### src/rtl/cnu6_ib_ram_loader_pkg.sv
// Shared sizing and FSM encoding for the CNU6 IB-LUT mapper and the IB RAM loader.
// The mapper, the loader and the RAM all import these values.
package cnu6_ib_ram_loader_pkg;

    localparam int QUAN_SIZE = 4;
    localparam int BANK_NUM  = 8;
    localparam int PORT_NUM  = 4;
    localparam int BW        = QUAN_SIZE * PORT_NUM;
    localparam int DEPTH     = 32;
    localparam int ADDR_W    = (DEPTH > 1) ? $clog2(DEPTH) : 1;

    typedef enum logic [1:0] {
        LD_IDLE = 2'd0,
        LD_LOAD = 2'd1,
        LD_DONE = 2'd2
    } load_state_t;

endpackage

### src/rtl/cnu6_ib_ram_loader_bank_wr_chan.sv
// One bank's write channel: saturating address counter, full flag, overflow detect
// and the registered we/waddr/wdata driving a single cnu_ib_ram bank.
module cnu_ib_bank_wr_chan
    import cnu6_ib_ram_loader_pkg::*;
(
    input  logic              sys_clk,
    input  logic              rstn,
    input  logic              clear,
    input  logic              accept_en,
    input  logic              valid,
    input  logic [BW-1:0]     data,
    output logic              we,
    output logic [ADDR_W-1:0] waddr,
    output logic [BW-1:0]     wdata,
    output logic              full,
    output logic              ovf_det
);

    logic [ADDR_W-1:0] cnt;
    logic              wr_ok;

    assign wr_ok   = accept_en & valid & ~full;
    assign ovf_det = accept_en & valid & full;

    // NOTE: sequential state uses non-blocking assignments so every register
    // samples pre-edge values regardless of statement order.
    always_ff @(posedge sys_clk or negedge rstn) begin
        if (!rstn) begin
            cnt   <= '0;
            full  <= 1'b0;
            we    <= 1'b0;
            waddr <= '0;
            wdata <= '0;
        end else if (clear) begin
            cnt  <= '0;
            full <= 1'b0;
            we   <= 1'b0;
        end else begin
            we <= wr_ok;
            if (wr_ok) begin
                waddr <= cnt;
                wdata <= data;
                // Counter saturates on the last address; full marks the bank complete.
                if (cnt == ADDR_W'(DEPTH - 1))
                    full <= 1'b1;
                else
                    cnt <= cnt + 1'b1;
            end
        end
    end

endmodule

### src/rtl/cnu6_ib_ram_loader.sv
// Loads BANK_NUM IB RAM banks from the CNU6 IB-LUT mapper, one word per valid
// strobe per bank, and reports a single load_done once every bank is full.
module cnu6_ib_ram_loader
    import cnu6_ib_ram_loader_pkg::*;
(
    input  logic                       sys_clk,
    input  logic                       rstn,
    input  logic                       load_start,
    input  logic                       load_abort,
    input  logic [BANK_NUM*BW-1:0]     bank_data,
    input  logic [BANK_NUM-1:0]        bank_valid,
    output logic [BANK_NUM-1:0]        ram_we,
    output logic [BANK_NUM*ADDR_W-1:0] ram_waddr,
    output logic [BANK_NUM*BW-1:0]     ram_wdata,
    output logic                       busy,
    output logic                       load_done,
    output logic                       overflow
);

    load_state_t         state_q, state_d;
    logic [BANK_NUM-1:0] full;
    logic [BANK_NUM-1:0] ovf_det;
    logic                all_full;
    logic                chan_clear;
    logic                accept_en;

    assign all_full   = &full;
    assign chan_clear = load_start | load_abort;
    // Start/abort cycles are control-only: that cycle's bank_valid is never written.
    assign accept_en  = (state_q == LD_LOAD) & ~load_start & ~load_abort;

    always_ff @(posedge sys_clk or negedge rstn) begin
        if (!rstn) state_q <= LD_IDLE;
        else       state_q <= state_d;
    end

    // NOTE: state_d is defaulted before the case so no path leaves it unassigned,
    // which would otherwise infer a latch.
    always_comb begin
        state_d = state_q;
        if (load_abort)
            state_d = LD_IDLE;
        else if (load_start)
            state_d = LD_LOAD;
        else if (state_q == LD_LOAD && all_full)
            state_d = LD_DONE;
    end

    always_comb begin
        busy      = (state_q == LD_LOAD);
        load_done = (state_q == LD_DONE);
    end

    // Sticky until a load actually (re)starts; an abort keeps it for inspection.
    always_ff @(posedge sys_clk or negedge rstn) begin
        if (!rstn)
            overflow <= 1'b0;
        else if (load_start && !load_abort)
            overflow <= 1'b0;
        else if (|ovf_det)
            overflow <= 1'b1;
    end

    for (genvar i = 0; i < BANK_NUM; i++) begin : g_chan
        cnu_ib_bank_wr_chan u_chan (
            .sys_clk   (sys_clk),
            .rstn      (rstn),
            .clear     (chan_clear),
            .accept_en (accept_en),
            .valid     (bank_valid[i]),
            .data      (bank_data[i*BW +: BW]),
            .we        (ram_we[i]),
            .waddr     (ram_waddr[i*ADDR_W +: ADDR_W]),
            .wdata     (ram_wdata[i*BW +: BW]),
            .full      (full[i]),
            .ovf_det   (ovf_det[i])
        );
    end

endmodule

### config.mk
export PLATFORM = sky130hd
export DESIGN_NAME = cnu6_ib_ram_loader
export DESIGN_NICKNAME = d
export VERILOG_FILES = /design/src/rtl/cnu6_ib_ram_loader_pkg.sv /design/src/rtl/cnu6_ib_ram_loader_bank_wr_chan.sv /design/src/rtl/cnu6_ib_ram_loader.sv
export SDC_FILE = /design/constraint.sdc
export NUM_CORES = 1
export LEC_CHECK = 0
export CORE_UTILIZATION = 41
export DETAILED_ROUTE_END_ITERATION = 6
export PLACE_DENSITY = 0.77
export SYNTH_ARGS = -nofsm -noshare
export SYNTH_HDL_FRONTEND = slang
export SYNTH_SLANG_ARGS = --single-unit
### constraint.sdc
create_clock -name sys_clk -period 2.1 [get_ports sys_clk]
set_input_delay 0.525 -clock sys_clk [delete_from_list [all_inputs] [get_ports sys_clk]]
set_output_delay 0.525 -clock sys_clk [all_outputs]
set_load 0.005 [all_outputs]
==> flow_metrics.env, run 1 <==
export IMPL_synth_edf_count=0
export IMPL_cp_max_fo=3
export IMPL_drt_initial_drc_count=231
export IMPL_min_period_ns=2.06
export IMPL_fp_dieW_um=152
export IMPL_cp_depth=6
export IMPL_syn_avg_cell_area_um2=14.3
export IMPL_synth_compound_area_share_pct=4.09
export IMPL_crit_required_ns=2.53
export IMPL_antenna_found_initial=1
export IMPL_skew_ns=0.0103
export IMPL_row_count=54
export IMPL_synth_ff_type="dfrtp_1"
export IMPL_grt_pass1_vias=7145
export IMPL_timing_worst_slew_pin_value_ns=0.586
export IMPL_dp_hpwl_um=16200
export IMPL_final_util_pct=64.2
export IMPL_fp_dieH_um=152
export IMPL_dieArea_mm2=0.0231
export IMPL_final_hold_viol_count=0
export IMPL_slowest_delay_ns=0.48
export IMPL_grt_overflow_total=0
export IMPL_clk_latency_ns=0.51
export IMPL_synthXorXnorAreaFrac_pct=0
export IMPL_grt_util_all_layers_pct=19.6
export IMPL_syn_nets=801
export IMPL_gp_congestion=0.777
export IMPL_cp_arrival_ns=2.49
export IMPL_ys_ff_latch=227
export IMPL_status="finished, final reports clean"
export IMPL_setup_viol=0
export IMPL_grt_max_degree=51
export IMPL_synthCells=645
export IMPL_p_total_mw=12.5
export IMPL_synth_top_family_by_area="multiplexers"
export IMPL_slew_headroom_pct=60.9
export IMPL_critical_path_slowest_cell="or4_1"
export IMPL_yosysUniqueCellTypes=39
export IMPL_cts_sinks=227
export IMPL_io_buffer_count=318
export IMPL_hold_depth=1
export IMPL_nNetsFinal=1170
export IMPL_cts_tree="built"
export IMPL_synth_warning_count=0
export IMPL_setup_tns_ns=0
export IMPL_wl_per_cell_um=17.1
export IMPL_core_mm2=0.0219
export IMPL_power_leakage_nw=6.48
export IMPL_grt_setup_unrepaired="yes"
export IMPL_cts_buffer_depth=3
export IMPL_vias_per_cell=5.05
export IMPL_htree_levels=1
export IMPL_synth_area_leader_cell="dfrtp_1"
export IMPL_fin_crit_sh_pct=98.2
export IMPL_num_vias=6617
export IMPL_dr_pass1_iters=4
export IMPL_io_pins=319
export IMPL_drv_cap=0
export IMPL_synth_area_leaders="dfrtp_1, mux2_2, ha_1"
export IMPL_clk_pin_slew_ns=0.06
export IMPL_yosysMostFrequentCell="dfrtp_1"
export IMPL_hold_class="flop to flop"
export IMPL_diodes=0
export IMPL_synthArstFlopShare_pct=100
export IMPL_ir_drop_mv=0.683
export IMPL_numCtsBuffers=24
export IMPL_worstSetupStartpointType="flop"
export IMPL_netlist_area_mm2=0.00921
export IMPL_synthAdderAreaFrac_pct=2.17
export IMPL_powerDensity_mw_per_mm2=888
export IMPL_r2r_worst_path_cells=6
export IMPL_post_place_cells=1262
export IMPL_drcViolationCount=0
export IMPL_synthSimpleGateAreaFrac_pct=7.57
export IMPL_ys_seq_area_share_pct=61.7
export IMPL_cts_root_buf="clkbuf_16"
export IMPL_fmax_ghz=0.485
export IMPL_muxShareOfSynthArea_pct=22.0
export IMPL_final_cells=1311
export IMPL_path_cells="ha_2 -> and3_1 -> ha_1 -> or3b_4 -> or4_1 -> a21oi_1"
export IMPL_initial_core_util_pct=42.1
export IMPL_wl_um=22400
export IMPL_grt_first_pass_wirelength_um=36800
export IMPL_cp_buffers_inverters=0
export IMPL_synth_common_cells="dfrtp_1, mux2_2, and3_1, nand2_1, ha_1"
export IMPL_slew_viol_final=0
export IMPL_critPathCaptureType="flop"
export IMPL_yosysTopAreaCellShare_pct=61.7
export IMPL_criticalPathCategory="flop to flop"
export IMPL_drive_above_1_share_pct=28.6
export IMPL_antenna_left=0
export IMPL_area_delta_synth_final_pct=52.6
export IMPL_cp_top_family="simple AND/OR/NAND/NOR gates"
==> path summary, 6_finish.rpt <==
check | startpoint | to | slack, ns
max | g_chan[0].u_chan.cnt[0] | g_chan[0].u_chan.cnt[3] | 0.04
min | g_chan[7].u_chan.waddr[2] | g_chan[7].u_chan.waddr[2] | 0.50
max reg2reg | g_chan[0].u_chan.cnt[0] | g_chan[0].u_chan.cnt[3] | 0.04
min reg2reg | g_chan[7].u_chan.waddr[2] | g_chan[7].u_chan.waddr[2] | 0.50
max in group asynchronous | rstn | g_chan[2].u_chan.waddr[1] | 0.95
min in group asynchronous | rstn | g_chan[6].u_chan.wdata[10] | 0.54
==> worst register-to-register path, cell delays in order (launching register included) <==
cell     delay (ns)
dfrtp_1        0.38
ha_2           0.20
and3_1         0.19
ha_1           0.21
or3b_4         0.39
or4_1          0.48
a21oi_1        0.14
==> cells by family (layout without fill, tap and decap cells) <==
logic type / after synthesis / after routing
AO/OA/AOI/OAI: 53 / 53
adder cells (fa/ha/maj): 16 / 16
buffers and inverters: 50 / 436
flip-flops: 227 / 227
multiplexers: 181 / 181
AND/OR/NAND/NOR: 118 / 118
==> power by group <==
group | switching [mW] | total (mW) | internal [mW]
Sequential | 0.333 | 5.39 | 5.05
Combinational | 0.795 | 2.73 | 1.93
Clock | 1.68 | 4.37 | 2.68
==> cell type report <==
class | count | area, um^2
Tap cell | 280 | 350
Fill cell | 1685 | 7840
Sequential cell | 227 | 5680
Clock buffer | 34 | 699
Timing Repair Buffer | 381 | 3810
Clock inverter | 9 | 124
Inverter | 12 | 45.0
Multi-Input combinational cell | 368 | 3340
==> metrics by stage <==
step | instance area, um^2 | worst slack [ns] | hold slack (ns)
5_1_grt | 14100 | -0.0414 | 0.512
2_1_floorplan | 9220 | 0.0638 | 0.229
3_3_place_gp | 13100 | -0.303 | 0.475
6_report | 14100 | 0.0388 | 0.496
4_1_cts | 14000 | 0.00177 | 0.500
3_5_place_dp | 13100 | -0.334 | 0.479
==> what timing repair did <==
item,in CTS,in global routing
pin swaps,0,6
gates resized for setup,5,9
setup buffers,3,2
hold endpoints to repair,45,0
hold buffers,1,0
setup endpoints to repair,3,11
==> cell usage in the layout (no fill, tap or decap), types with 2 or more instances in the layout <==
master,Yosys,routed
a31oi_1,9,9
or4_1,6,5
clkbuf_16,0,25
clkdlybuf4s50_1,0,315
or3b_4,0,4
nand4_1,3,3
clkbuf_1,11,5
mux2i_1,13,13
clkinv_2,0,5
and3_1,27,27
dlygate4sd2_1,0,2
mux2_1,4,4
ha_1,16,12
dfrtp_1,227,226
o21ai_0,7,7
nand3b_1,8,8
nor2_1,10,9
or3_1,6,6
o211ai_1,3,3
a31o_2,14,14
ha_2,0,4
buf_12,0,12
nor3b_1,9,8
mux2_2,164,164
o31ai_1,7,7
inv_1,12,12
nand3_1,14,14
a21oi_1,7,6
bufinv_16,0,3
nand2_1,23,23
buf_4,8,50
clkbuf_8,0,4
==> registers in the layout, indices dropped and copies added (netlist names) <==
name,cells
g_chan.u_chan.we,8
g_chan.u_chan.wdata,128
state_q,2
g_chan.u_chan.waddr,40
overflow,1
g_chan.u_chan.full,8
g_chan.u_chan.cnt,40
==> metal layers <==
metal	GRT usage, %	vias to the layer above	part of all wire, %
met2	34.2	223	50
li1	-	3063	-
met3	5.11	42	7.3
met1	23.9	3289	41
met5	0	-	0
met4	5.43	0	2.3
Note: power is estimated with default switching activity, not from simulation.
==> run 2, diff against run 1 <==
Settings changed: CORE_UTILIZATION 41 to 45, HOLD_SLACK_MARGIN from default to 0.15, PLACE_DENSITY 0.77 to 0.8.
Clock period 2.1 ns to 2.2 ns, I/O delays scaled along.
==> flow_metrics.env, run 2 (synthesis results as in run 1) <==
export IMPL_status="finished, final reports clean"
export IMPL_grt_setup_unrepaired="no"
export IMPL_core_mm2=0.0198
export IMPL_final_common_cell="clkdlybuf4s50_1"
export IMPL_drcViolationCount=0
export IMPL_hold_end="g_chan[7].u_chan.waddr[3]"
export IMPL_clk_latency_ns=0.51
export IMPL_fp_dieH_um=145
export IMPL_dp_hpwl_um=15800
export IMPL_min_period_ns=2.13
export IMPL_power_leakage_nw=6.45
export IMPL_clk_pin_slew_ns=0.06
export IMPL_grt_pass1_vias=7056
export IMPL_skew_ns=0.00720
export IMPL_cts_root_buf="clkbuf_16"
export IMPL_largest_register_ffs=128
export IMPL_cts_tree="built"
export IMPL_largest_registers="g_chan.u_chan.wdata x128, g_chan.u_chan.cnt x40, g_chan.u_chan.waddr x40"
export IMPL_drv_cap=0
export IMPL_ir_drop_mv=0.721
export IMPL_io_buffer_count=318
export IMPL_cp_top_family="simple AND/OR/NAND/NOR gates"
export IMPL_worstReg2RegStart="g_chan[5].u_chan.cnt[1]"
export IMPL_cp_arrival_ns=2.50
export IMPL_cts_sinks=227
export IMPL_cts_buffer_depth=3
export IMPL_grt_max_degree=63
export IMPL_final_hold_viol_count=0
export IMPL_r2r_worst_path_cells=6
export IMPL_fmax_ghz=0.471
export IMPL_regMostFlops="g_chan.u_chan.wdata"
export IMPL_criticalPathCategory="flop to flop"
export IMPL_drt_initial_drc_count=204
export IMPL_cpMostUsedCell="ha_1"
export IMPL_area_delta_synth_final_pct=51.6
export IMPL_slowest_delay_ns=0.49
export IMPL_cp_buffers_inverters=0
export IMPL_p_clk_share_pct=34.7
export IMPL_initial_core_util_pct=46.5
export IMPL_worstSetupStartpointType="flop"
export IMPL_dr_pass1_iters=4
export IMPL_powerDensity_mw_per_mm2=848
export IMPL_critPathCaptureType="flop"
export IMPL_antenna_left=0
export IMPL_r2r_end="g_chan[5].u_chan.cnt[3]"
export IMPL_grt_util_all_layers_pct=21.3
export IMPL_gp_congestion=0.767
export IMPL_crit_required_ns=2.58
export IMPL_fin_crit_sh_pct=96.6
export IMPL_wl_um=22200
export IMPL_critical_path_slowest_cell="or3b_2"
export IMPL_combinationalPowerShare_pct=21.9
export IMPL_reg2reg_setup_slack_ns=0.07
export IMPL_path_cells="ha_1 -> and3_1 -> ha_1 -> or3b_2 -> o311ai_1 -> o41ai_1"
export IMPL_slew_viol_final=0
export IMPL_hold_depth=1
export IMPL_hold_start="g_chan[7].u_chan.waddr[3]"
export IMPL_slew_headroom_pct=66.2
export IMPL_hold_class="flop to flop"
export IMPL_fp_dieW_um=145
export IMPL_io_pins=319
export IMPL_cp_max_fo=4
export IMPL_power_switching_mw=2.69
export IMPL_row_count=51
export IMPL_final_cell_mix="clkdlybuf4s50_1, dfrtp_1, mux2_2"
export IMPL_wl_per_cell_um=17.1
export IMPL_nNetsFinal=1165
export IMPL_dieArea_mm2=0.0210
export IMPL_p_total_mw=11.8
export IMPL_numCtsBuffers=24
export IMPL_grt_overflow_total=0
export IMPL_timing_worst_slew_pin_value_ns=0.507
export IMPL_p_int_mw=9.14
export IMPL_num_vias=6601
export IMPL_swShare_pct=22.8
export IMPL_vias_per_cell=5.11
export IMPL_htree_levels=1
export IMPL_p_seq_share_pct=43.4
export IMPL_antenna_found_initial=1
export IMPL_setup_tns_ns=0
export IMPL_drive_above_1_share_pct=28.1
export IMPL_grt_first_pass_wirelength_um=36400
export IMPL_setup_viol=0
[run 2: changes by cell type in the layout (fill, tap and decap cells not counted), sizes merged]
cell / change
buf: -5
bufinv: -1
clkinvlp: +1
clkinv: +2
diode: +1
clkbuf: -1
[run 2: through the flow]
stage / area [um^2] / util (%) / setup slack [ns] / hold slack, ns / instances
after CTS: 13900 / 70.4 / 0.000561 / 0.500 / 1292
after global routing: 14000 / 70.5 / 0.0115 / 0.510 / 1292
after global placement: 13100 / 66.1 / -0.214 / 0.475 / 1243
after detailed placement: 13100 / 66.1 / -0.245 / 0.485 / 1243
final: 14000 / 70.5 / 0.0746 / 0.493 / 1293
after floorplan: 9210 / - / 0.0696 / 0.254 / 645
[run 2: timing repair]
action / in CTS / in global routing
hold buffers: 1 / 0
endpoints found under the setup margin: 4 / 7
endpoints found under the hold margin: 57 / 0
buffers inserted: 4 / 0
resized for setup: 5 / 7
pin swaps: 1 / 1
gates cloned: 0 / 0
[run 2: worst max path at each step]
| stage | end | startpoint | slack (ns) | cells past startpoint |
|---|---|---|---|---|
| after floorplan | g_chan[0].u_chan.cnt[3] | g_chan[0].u_chan.cnt[0] | 0.07 | 6 |
| after global placement | g_chan[0].u_chan.cnt[3] | load_abort | -0.21 | 5 |
| after detailed placement | g_chan[6].u_chan.cnt[3] | load_abort | -0.24 | 5 |
| after CTS | g_chan[6].u_chan.cnt[3] | g_chan[6].u_chan.cnt[0] | 0.0006 | 6 |
| after global routing | g_chan[6].u_chan.cnt[2] | state_q[1] | 0.01 | 6 |
| final | g_chan[5].u_chan.cnt[3] | g_chan[5].u_chan.cnt[1] | 0.07 | 6 |
[run 2: worst register-to-register path, cell delays in order, from the launching register on]
cell      delay (ns)
dfrtp_1         0.41
ha_1            0.23
and3_1          0.19
ha_1            0.22
or3b_2          0.49
o311ai_1        0.31
o41ai_1         0.14
[run 2: layer usage]
layer	vias to the layer above	track usage, %	share of wire [%]	wire (um)
li1	3057	-	-	-
met2	235	36.6	50	11000
met5	-	0	0	0
met4	0	5.43	1.9	423
met3	27	6.54	8.5	1880
met1	3282	26.0	40	8840
[run 2: layout make-up]
type	count	area [um^2]
inverters	12	45.0
fillers	1403	5830
clock buffers	33	706
flip-flops and latches	227	5680
clock inverters	11	115
diodes	1	2.50
repair buffers	376	3750
well taps	265	332
multi-input cells	368	3320
[run 2: power groups by stage]
stage               sequential, mW  clock [mW]  combinational (mW)
global placement              5.17           0                2.56
finish                        5.13        4.11                2.59
floorplan                     5.25           0               0.673
global route                  5.23        4.39                2.76
detailed placement            5.21           0                2.60
CTS                           5.14        4.21                2.63
==> run 3, diff against run 2 <==
Settings changed: CAP_MARGIN from default to 25.
==> results of run 3 <==
No change in the layout: final DEF, timing and power equal those of run 2.
